$ cat config.mk
export PLATFORM = sky130hd
export DESIGN_NAME = ram_bist_ctrl
export DESIGN_NICKNAME = d
export VERILOG_FILES = /design/src/rtl/ram_bist_ctrl.sv
export SDC_FILE = /design/constraint.sdc
export NUM_CORES = 1
export LEC_CHECK = 0
export CAP_MARGIN = 5
export CELL_PAD_IN_SITES_DETAIL_PLACEMENT = 1
export CELL_PAD_IN_SITES_GLOBAL_PLACEMENT = 2
export CORE_MARGIN = 3
export CORE_UTILIZATION = 28
export DETAILED_ROUTE_END_ITERATION = 8
export PLACE_DENSITY_LB_ADDON = 0.1
export SYNTH_ARGS = -nofsm -noshare
export SYNTH_HDL_FRONTEND = slang
export SYNTH_SLANG_ARGS = --single-unit
$ cat constraint.sdc
create_clock -name clk -period 4.7 [get_ports clk]
set_input_delay 0.705 -clock clk [delete_from_list [all_inputs] [get_ports clk]]
set_output_delay 0.705 -clock clk [all_outputs]
set_load 0.01 [all_outputs]
$ cat src/rtl/ram_bist_ctrl.sv
// rtl/ram_bist_ctrl.sv - RAM BIST controller: fill every address with a pattern, read it back, count mismatches
module ram_bist_ctrl #(
  parameter int DATA_WIDTH = 64,
  parameter int ADDR_WIDTH = 12,
  parameter int RD_LATENCY = 1
) (
  input  logic                  clk,
  input  logic                  resetn,
  input  logic                  start,
  input  logic [1:0]            mode,
  input  logic [DATA_WIDTH-1:0] data_out,
  output logic [DATA_WIDTH-1:0] data_in,
  output logic [ADDR_WIDTH-1:0] wr_addr,
  output logic [ADDR_WIDTH-1:0] rd_addr,
  output logic                  write,
  output logic                  read,
  output logic                  busy,
  output logic                  done,
  output logic                  pass,
  output logic [ADDR_WIDTH:0]   err_count,
  output logic [ADDR_WIDTH-1:0] first_err_addr
);

  localparam int DRAIN_W = (RD_LATENCY > 1) ? $clog2(RD_LATENCY) : 1;
  localparam logic [DRAIN_W-1:0] DRAIN_LAST = DRAIN_W'(RD_LATENCY - 1);
  localparam logic [ADDR_WIDTH-1:0] ADDR_LAST = '1;

  typedef enum logic [2:0] {IDLE, WRITE, READ, DRAIN, DONE} state_t;

  state_t                state;
  logic                  armed;
  logic [1:0]            mode_q;
  logic [ADDR_WIDTH-1:0] cnt;
  logic [ADDR_WIDTH-1:0] cnt_nxt;
  logic [DRAIN_W-1:0]    drain_cnt;
  logic [RD_LATENCY-1:0] pipe_vld;
  logic [ADDR_WIDTH-1:0] pipe_addr [RD_LATENCY];
  logic                  mismatch;

  function automatic logic [DATA_WIDTH-1:0] pattern(input logic [1:0] m, input logic [ADDR_WIDTH-1:0] a);
    logic [DATA_WIDTH-1:0] p;
    p = '0;
    case (m)
      2'd0: p = DATA_WIDTH'(a);
      2'd1: p = ~DATA_WIDTH'(a);
      // Checkerboard: 0xAA.. on even addresses, 0x55.. on odd ones.
      2'd2: for (int i = 0; i < DATA_WIDTH; i++) p[i] = (i % 2 == 1) ^ a[0];
      default: p = '1;
    endcase
    return p;
  endfunction

  assign cnt_nxt  = cnt + 1'b1;
  assign mismatch = pipe_vld[RD_LATENCY-1] &&
                    (data_out != pattern(mode_q, pipe_addr[RD_LATENCY-1]));

  // Each issued read travels alongside its address until its data returns.
  always_ff @(posedge clk or negedge resetn) begin
    if (!resetn) begin
      pipe_vld <= '0;
      for (int i = 0; i < RD_LATENCY; i++) pipe_addr[i] <= '0;
    end else begin
      pipe_vld[0]  <= read;
      pipe_addr[0] <= rd_addr;
      for (int i = 1; i < RD_LATENCY; i++) begin
        pipe_vld[i]  <= pipe_vld[i-1];
        pipe_addr[i] <= pipe_addr[i-1];
      end
    end
  end

  always_ff @(posedge clk or negedge resetn) begin
    if (!resetn) begin
      state          <= IDLE;
      armed          <= 1'b0;
      mode_q         <= 2'd0;
      cnt            <= '0;
      drain_cnt      <= '0;
      data_in        <= '0;
      wr_addr        <= '0;
      rd_addr        <= '0;
      write          <= 1'b0;
      read           <= 1'b0;
      busy           <= 1'b0;
      done           <= 1'b0;
      pass           <= 1'b0;
      err_count      <= '0;
      first_err_addr <= '0;
    end else begin
      armed <= 1'b1;
      done  <= 1'b0;
      if (mismatch) begin
        if (err_count != '1) err_count <= err_count + 1'b1;
        if (err_count == '0) first_err_addr <= pipe_addr[RD_LATENCY-1];
      end
      case (state)
        IDLE: begin
          if (start && armed) begin
            state          <= WRITE;
            mode_q         <= mode;
            cnt            <= '0;
            err_count      <= '0;
            first_err_addr <= '0;
            pass           <= 1'b0;
            busy           <= 1'b1;
            write          <= 1'b1;
            wr_addr        <= '0;
            data_in        <= pattern(mode, '0);
          end
        end
        WRITE: begin
          if (cnt == ADDR_LAST) begin
            state   <= READ;
            cnt     <= '0;
            write   <= 1'b0;
            wr_addr <= '0;
            data_in <= '0;
            read    <= 1'b1;
            rd_addr <= '0;
          end else begin
            cnt     <= cnt_nxt;
            wr_addr <= cnt_nxt;
            data_in <= pattern(mode_q, cnt_nxt);
          end
        end
        READ: begin
          if (cnt == ADDR_LAST) begin
            state     <= DRAIN;
            cnt       <= '0;
            read      <= 1'b0;
            rd_addr   <= '0;
            drain_cnt <= '0;
          end else begin
            cnt     <= cnt_nxt;
            rd_addr <= cnt_nxt;
          end
        end
        DRAIN: begin
          if (drain_cnt == DRAIN_LAST) begin
            state <= DONE;
            done  <= 1'b1;
            // The final read is compared on this same edge.
            pass  <= (err_count == '0) && !mismatch;
          end else begin
            drain_cnt <= drain_cnt + 1'b1;
          end
        end
        DONE: begin
          state <= IDLE;
          busy  <= 1'b0;
        end
        default: state <= IDLE;
      endcase
    end
  end

endmodule

# Yosys cells after proc, flatten, opt, wreduce, memory -nomap -nowiden
# Cells that the tools add are included.
# W data, S select, Z words.
[classes]
add_sub_neg = 3
multipliers = 0
div_mod_pow = 0
magnitude_cmp = 0
n_eq_ne = 14
n_shift = 0
mux = 38
n_bitwise = 4
n_reduce_logical = 25
[ops]
columns = ["cell", "n"]
rows = [
  ["$pmux W64 S3", 2],
  ["$pmux W64 S2", 2],
  ["$mux W64", 2],
  ["$not A12 Y64", 2],
  ["$mux W12", 7],
  ["$pmux W12 S2", 3],
  ["$ne A64 B64 Y1", 1],
  ["$mux W13", 4],
  ["$add A13 B1 Y13 const B", 1],
  ["$logic_not A13 Y1", 1],
  ["$ne A13 B13 Y1 const B", 1],
  ["$add A12 B1 Y12 const B", 1],
  ["$eq A12 B12 Y1 const B", 1],
  ["$mux W3", 4],
  ["$pmux W3 S4", 1],
  ["$reduce_and A2 Y1", 6],
  ["$reduce_bool A2 Y1", 6],
  ["$pmux W1 S2", 5],
  ["$reduce_and A3 Y1", 3],
  ["$mux W1", 8],
  ["$ne A2 B2 Y1 const B", 4],
  ["$eq A3 B2 Y1 const B", 2],
  ["$eq A2 B2 Y1 const B", 2],
  ["$logic_not A2 Y1", 2],
  ["other kinds (10)", 13],
]
[totals]
reg_bits = 150
latchBits = 0
mem_bits_rw = 0
romBits = 0
inputBits = 69
n_memories = 0

# Depth between registers and ports, before layout
[depth]
word_depth = 8
mapped_depth = 12
ltp_nobuf = 8

# Worst setup path after synthesis
# No wires, ideal clock.
[synth_timing]
path_type = "input -> register"
startpoint = "input data_out[23]"
endpoint = "register first_err_addr[10]"
arrival_time_ns = 2.664
t_required_ns = 4.568
path_slack_ns = 1.904
cell_stages = 9
path_buffers = 1
path_cell_list = "or4_1 > nor3_1 > and3_1 > a21oi_1 > or4_4 > o211ai_4 > buf_8 > mux2i_1 > nor2_1"
[synth_via]
elab_chain_len = 5
[synth_rtl]
columns = ["element", "line_no", "source"]
rows = [
  ["start: declaration", "11", "input logic [DATA_WIDTH-1:0] data_out,"],
  ["$ne A64 B64 Y1 (*)", "55", "(data_out != pattern(mode_q, pipe_addr[RD_LATENCY-1]));"],
  ["$logic_and A1 B1 Y1 (*)", "54", "assign mismatch = pipe_vld[RD_LATENCY-1] &&"],
  ["$mux W12 (*)", "92", "if (mismatch) begin"],
  ["$mux W12", "98", "if (start && armed) begin"],
  ["$mux W12 (*)", "96", "case (state)"],
  ["end signal: assignment", "94", "if (err_count == '0) first_err_addr <= pipe_addr[RD_LATENCY-1];"],
  ["end: declaration", "21", "output logic [ADDR_WIDTH-1:0] first_err_addr"],
]
# Every way passes the cells marked *; elsewhere a longest branch is shown, timed or not.
# A chain may end at the register's enable or synchronous reset.

# Final worst setup path
[layout_timing]
startpoint = "register mode_q[0]"
endpoint = "register first_err_addr[10]"
[layout_via]
elab_chain_len = 7
[layout_rtl]
columns = ["element", "line_no", "source"]
rows = [
  ["start: declaration", "32", "logic [1:0] mode_q;"],
  ["start signal: assignment", "100", "mode_q <= mode;"],
  ["$eq A2 B2 Y1, or another cell as far along", "43", "case (m)"],
  ["$pmux W64 S3 (*)", "43", ""],
  ["$ne A64 B64 Y1 (*)", "55", ""],
  ["$logic_and A1 B1 Y1 (*)", "54", ""],
  ["$mux W12 (*)", "92", ""],
  ["$mux W12", "98", ""],
  ["$mux W12 (*)", "96", ""],
]
# Marks and branches as above.

==> impl_metrics.json <==
{
  "fin_crit_sh": 0.704,
  "finalSetupViolCount": 0,
  "cp-start-kind": "flop",
  "p_clk_frac": 0.229,
  "min_path_cells": 0,
  "dr_wl_met2_um": 8810,
  "seqPwrFrac": 0.380,
  "grt_start_max_net_pins": 59,
  "p_leak_nw": 3.02,
  "end_kind": "flop",
  "grt-ovfl-total": 0,
  "rows": 49,
  "first_iter_violations": 175,
  "hold_path_class": "reg -> reg",
  "drt_wl_total_um": 17500,
  "r2r-start": "mode_q[0]$_DFFE_PN0P_",
  "synthCells": 563,
  "ys_async_sr_fraction": 1.00,
  "diodes": 0,
  "clock_path_buffers": 2,
  "cts_hold_buf": 0,
  "final_common_cell": "clkdlybuf4s50_1",
  "critPathKind": "reg -> reg",
  "fin_nets": 764,
  "min_to": "pipe_addr[9]$_DFF_PN0_",
  "cts_resized": 0,
  "yosys_most_used_dff": "dfrtp_1",
  "min-delay-start": "rd_addr[9]$_DFFE_PN0P_",
  "p_int_mw": 2.16,
  "cts_max_level": 3,
  "tightest_slew_ns": 1.20,
  "top_layer_used": "met4",
  "power_density_nw_per_um2": 451,
  "place_area_um2": 6940,
  "dieWidth_um": 143,
  "reg2reg_slack_ns": 1.39,
  "cts_tree": "done",
  "swShare": 0.338,
  "critPathRequiredTime_ns": 4.92,
  "final_core_utilization": 0.398,
  "start_util": 0.289,
  "wl_per_cell_um": 19.0,
  "area_growth_pct": 38.0,
  "wl_met1_um": 7530,
  "synth-edff-count": 0,
  "grt_pass1_wl_um": 27200,
  "status": "complete, no violations",
  "nFillCells": 2088,
  "post_cts_buffers": 0,
  "coreArea_um2": 18100,
  "hpwl_um": 13500,
  "die_area_um2": 20400,
  "timing.rr.end": "first_err_addr[10]$_DFF_PN0_",
  "synth.avg_cell_area_um2": 9.31,
  "fmax_mhz": 302,
  "drt_pre_antenna_iters": 4,
  "p_comb_frac": 0.391,
  "cts_buffers": 9,
  "seq_area_frac_synth": 0.473,
  "final-seq-area_um2": 2480,
  "grt_antenna_before_repair": 0,
  "cp_max_fo": 20,
  "synth_nets": 635,
  "synth_warnings": 0,
  "grt_util_all_layers": 0.171,
  "routed_via_density": 4.98,
  "max_slew_margin": 0.194,
  "multi_input_area_um2": 2240,
  "ys_seq_elements": 99,
  "clk_latency_ns": 0.35,
  "total_power_mw": 3.26,
  "ys_types": 48,
  "skew_ns": 0.00984,
  "p_sw_mw": 1.10,
  "clk_pin_slew_worst_paths_ns": 0.07,
  "syn-cell-area_um2": 5240,
  "maxSlewViolCount": 0,
  "routed-wl-met3_um": 915,
  "clock-sinks": 99,
  "layout-drive-gt1-share": 0.0388,
  "arrival_ns": 3.53,
  "io_pins": 187,
  "ir_drop_mv": 0.274,
  "cts-root-buf": "clkbuf_16",
  "num_vias": 4610,
  "finalHoldViolations": 0,
  "antenna_left": 0,
  "max_cap_violations": 0,
  "reg2reg_depth": 7,
  "place_congestion": 0.811,
  "finalCriticalPeriod_ns": 3.31,
  "final_cell_mix": "clkdlybuf4s50_1 (185), dfrtp_1 (99), o21ai_0 (72)",
  "port_buffers": 186,
  "drc": 0,
  "rsz0062_at_grt": "no",
  "grt_pass1_vias": 4804,
  "die_y_um": 143,
  "final_area_um2": 7230,
  "tns_ns": 0
}
[area by class of cell]
| class | count | area share |
|---|---|---|
| Clock buffer | 11 | 0.0336 |
| Clock inverter | 4 | 0.00710 |
| Inverter | 10 | 0.00519 |
| Multi-Input combinational cell | 381 | 0.309 |
| Sequential cell | 99 | 0.343 |
| Tap cell | 229 | 0.0396 |
| Timing Repair Buffer | 191 | 0.262 |
[stage by stage]
step | worst slack [ns] | std cells | hold slack, ns
floorplan | 1.90 | 563 | 0.409
global placement | 1.19 | 910 | 0.396
detailed placement | 1.20 | 910 | 0.399
CTS | 1.33 | 925 | 0.414
global route | 1.11 | 925 | 0.426
finish | 1.39 | 925 | 0.409
[worst max path at each step]
stage / from / to / slack [ns]
after floorplan: data_out[23] / first_err_addr[10]$_DFF_PN0_ / 1.90
after global placement: data_out[23] / first_err_addr[7]$_DFF_PN0_ / 1.19
after detailed placement: data_out[23] / first_err_addr[10]$_DFF_PN0_ / 1.20
after CTS: mode_q[0]$_DFFE_PN0P_ / first_err_addr[10]$_DFF_PN0_ / 1.33
after global routing: mode_q[0]$_DFFE_PN0P_ / first_err_addr[0]$_DFF_PN0_ / 1.11
final: mode_q[0]$_DFFE_PN0P_ / first_err_addr[10]$_DFF_PN0_ / 1.39
[per-layer routing]
layer | vias up | GRT usage
met5 | - | 0
met3 | 19 | 0.0342
met4 | 0 | 0.0475
li1 | 2165 | -
met1 | 2286 | 0.209
met2 | 140 | 0.304
[worst max-delay path: stages, from the launching register on]
cell and delay [ns]:
dfrtp_1 0.89, a21oi_1 0.20, or4_1 0.60, a221oi_1 0.30, nand3_1 0.28, o211ai_4 0.59, mux2i_1 0.26, nor2_1 0.05
[Yosys cell counts (11+ instances only)]
library cell	n	area, µm²
dfrtp_1	99	2480
o21ai_0	72	360
nand2_1	69	259
buf_4	51	383
nor2_1	40	150
a21oi_1	27	135
xor2_1	25	219
xnor2_1	19	166
nor4_1	17	106
clkbuf_1	16	60.1
nand4_1	16	100
mux2i_1	14	140
nand3_1	11	55.1
[logic make-up after synthesis]
family | Yosys count | share of synthesized area
compound gates | 121 | 0.129
mux | 14 | 0.0267
flops | 99 | 0.473
buf+inv | 83 | 0.101
fa+ha+maj | 3 | 0.00716
other cells | 1 | 0.000716
xor+xnor | 44 | 0.0735
simple gates | 198 | 0.189
[power by group through the flow]
stage	combinational [mW]	sequential, mW	clock [mW]
floorplan	0.712	1.24	0
global placement	1.29	1.25	0
detailed placement	1.30	1.26	0
CTS	1.30	1.25	0.771
global route	1.40	1.28	0.806
finish	1.27	1.24	0.745
[sequential cells by signal (all words and copies together), names as in the netlist, 2 cells and up]
| register | flops |
|---|---|
| data_in | 14 |
| pipe_addr | 12 |
| err_count | 13 |
| mode_q | 2 |
| cnt | 12 |
| first_err_addr | 12 |
| wr_addr | 12 |
| rd_addr | 12 |
| state | 3 |
Power figures use the tool's default switching activity.
==> variant, RTL diff (config.mk and constraints unchanged) <==
Add an input register stage for `data_out`; this delays it by one clock. The other inputs are not delayed to match.
--- a/src/rtl/ram_bist_ctrl.sv
+++ b/src/rtl/ram_bist_ctrl.sv
@@ -27,6 +27,12 @@
 
   typedef enum logic [2:0] {IDLE, WRITE, READ, DRAIN, DONE} state_t;
 
+  logic [DATA_WIDTH-1:0] data_out_q;
+
+  always_ff @(posedge clk) begin
+    data_out_q <= data_out;
+  end
+
   state_t                state;
   logic                  armed;
   logic [1:0]            mode_q;
@@ -52,7 +58,7 @@
 
   assign cnt_nxt  = cnt + 1'b1;
   assign mismatch = pipe_vld[RD_LATENCY-1] &&
-                    (data_out != pattern(mode_q, pipe_addr[RD_LATENCY-1]));
+                    (data_out_q != pattern(mode_q, pipe_addr[RD_LATENCY-1]));
 
   // Each issued read travels alongside its address until its data returns.
   always_ff @(posedge clk or negedge resetn) begin
Check against the original RTL: same outputs for any inputs over 4 cycles, from zero or initial values and one cycle with resetn low; that may be too few to reach the edited logic, so the function may still have changed.
==> variant against the original RTL <==
  * Final area rose by 25%
  * Sequential cell count rose by 64
  * Via count rose by 15%
  * Power rose by 49%
  * Utilization fell by 0.64 points
  * Worst setup slack improved by 57 ps
  * Synthesized area rose by 27%
  * Wire length rose by 16%
  * Largest power group is now registers
==> variant: results (changes against the original RTL) <==
crit path max-delay cell type=dfrtp_1; syn nets=731 (+15%); status=finished, final reports clean; worst reg2reg setup slack=1450 ps (+60 ps); Netlist cell types=49 (+2.1%); first-pass GRT wire length=32400 um (+19%); setup repair bufs after CTS=0 (unchanged); worst flop-to-flop path endpoint=first_err_addr[5]; top cell family by delay on the critical path=compound AO/OA/AOI/OAI gates; synth warn=0 (unchanged); WS Path Type=flip-flop to flip-flop; Max stage delay on crit path=940 ps (+50 ps); Area contributors post-synth=dfrtp_1 37%, dfxtp_1 19%, buf_4 6.0%, o21ai_0 4.9%, nand2_1 3.7%; GRT Residual Overflow=0 (unchanged); layout cells sized above 1=5.87% (+2.0 points); first-pass iteration count of the detailed router=4 (unchanged); # H-tree levels=4 (+1); routability cong.=0.810 (about the same); clock transition at the registers of the reported paths=70 ps (about the same); r2r startpoint=mode_q[1]; CTS Root Cell=clkbuf_16; DR iter-0 viols=171 (-2.3%); R2R depth=7 (unchanged); Crit Path Max Fanout=34 (+70%); final net count=860 (+13%); antenna cells=0 (unchanged); IO buf count=186 (unchanged); leak pwr=0.00359 uW (+19%); Post-synth ARST share=60.7% (-39 points); Crit. End Element=flip-flop; register area share after synthesis=56.6% (+9.3 points); WP data arrival=3550 ps (+20 ps); mean post-synth cell area=10.1 um2 (+8.4%); Top Registers=data_out_q (64), data_in (14), err_count (13); Fin Clk Skew=9.57 ps (-0.269 ps); Post-synth top cells=99 x dfrtp_1, 66 x nand2_1, 65 x o21ai_0; Peak supply drop=0.000206 V (-25%); Slew headroom=34.5% (+15 points); CTS max path bufs=2 (unchanged); vias in the first global route=5696 (+19%); initial antenna violation count=0 (unchanged); Num CTS Buffers=17 (+8); Detail Placement HPWL=15300 um (+13%); min-delay worst type=input port to async pin; final wirelength=20300 um (+16%); Final Non-Filler Cells=1114 (+20%); ys flop type=dfrtp_1; post-cts resize count=0 (unchanged); DR vias/cell=4.76 (-4.5%); largest net degree at the start of global routing=75 (+27%); clk_lat worst skew=430 ps (+80 ps); GRT Overall Usage=16.0% (-1.1 points)
## variant: changes by cell type in the layout (fill, tap and decap cells not counted), moves of 5 or more
cell,unedited run,this run
nor2_1,40,24
o21ai_1,2,18
clkbuf_16,9,17
nor3_1,2,7
dfxtp_1,0,64
o21ai_0,72,65
nand4_1,16,24
nand3_1,11,28
a21oi_1,27,42
mux2i_1,14,1
inv_8,0,5
## variant: worst min path at each step
stage                start  cells after the start            end
3_3_place_gp   rd_addr[10]                      0  pipe_addr[10]
6_report            resetn                      1  err_count[11]
3_5_place_dp   rd_addr[10]                      0  pipe_addr[10]
2_1_floorplan       resetn                      0          armed
5_1_grt        rd_addr[10]                      0  pipe_addr[10]
4_1_cts        rd_addr[10]                      0  pipe_addr[10]
## variant: worst register-to-register path, cell delays in order, from the launching register on
cell and delay, ps:
dfrtp_1 940, a21oi_1 210, or4_1 560, o22ai_1 250, o211ai_1 240, o41a_1 630, nand3_1 220, a21oi_1 80
## variant: cells by family (layout without fill, tap and decap cells)
group / Yosys count / in the layout / share of synthesized area (%)
xor gates and xnor gates: 43 / 43 / 5.67
muxes: 1 / 1 / 0.151
adders and majority gates: 3 / 3 / 0.565
AOI/OAI and AO/OA: 153 / 153 / 13.0
buffers and inverters: 92 / 234 / 8.53
and+or+nand+nor: 203 / 203 / 15.5
DFF: 163 / 163 / 56.6
other: 1 / 1 / 0.0564
## variant: layout make-up
type	instances	area [um2]
flip-flops and latches	163	3760
repair buffers	191	1900
multi-input cells	404	2330
clock inverters	15	168
fillers	2575	14000
clock buffers	17	425
inverters	11	41.3
well taps	313	392
## variant: power by group
| part | switching, uW | internal [uW] | total, uW | leakage [uW] |
|---|---|---|---|---|
| logic | 699 | 859 | 1560 | 0.00151 |
| registers | 293 | 1650 | 1950 | 0.00178 |
| clock network | 650 | 714 | 1360 | 0.000293 |
| total | 1640 | 3230 | 4870 | 0.00359 |
## variant: metal layers
metal	share of wire [%]	global-route usage (%)	wire length, um
met5	0	0	0
met1	47	21.8	9580
met3	4.2	3.61	859
met4	1.8	5.09	369
met2	47	25.1	9460
## variant: per-stage QoR
step	utilization, %	hold WS, ps	setup WS [ps]	cell area [um2]
finish	39.2	413	1450	9010
global route	39.2	443	1200	9010
CTS	39.2	430	1130	9000
detailed placement	36.6	409	1130	8410
global placement	36.6	416	1300	8410
floorplan	-	409	2380	6650
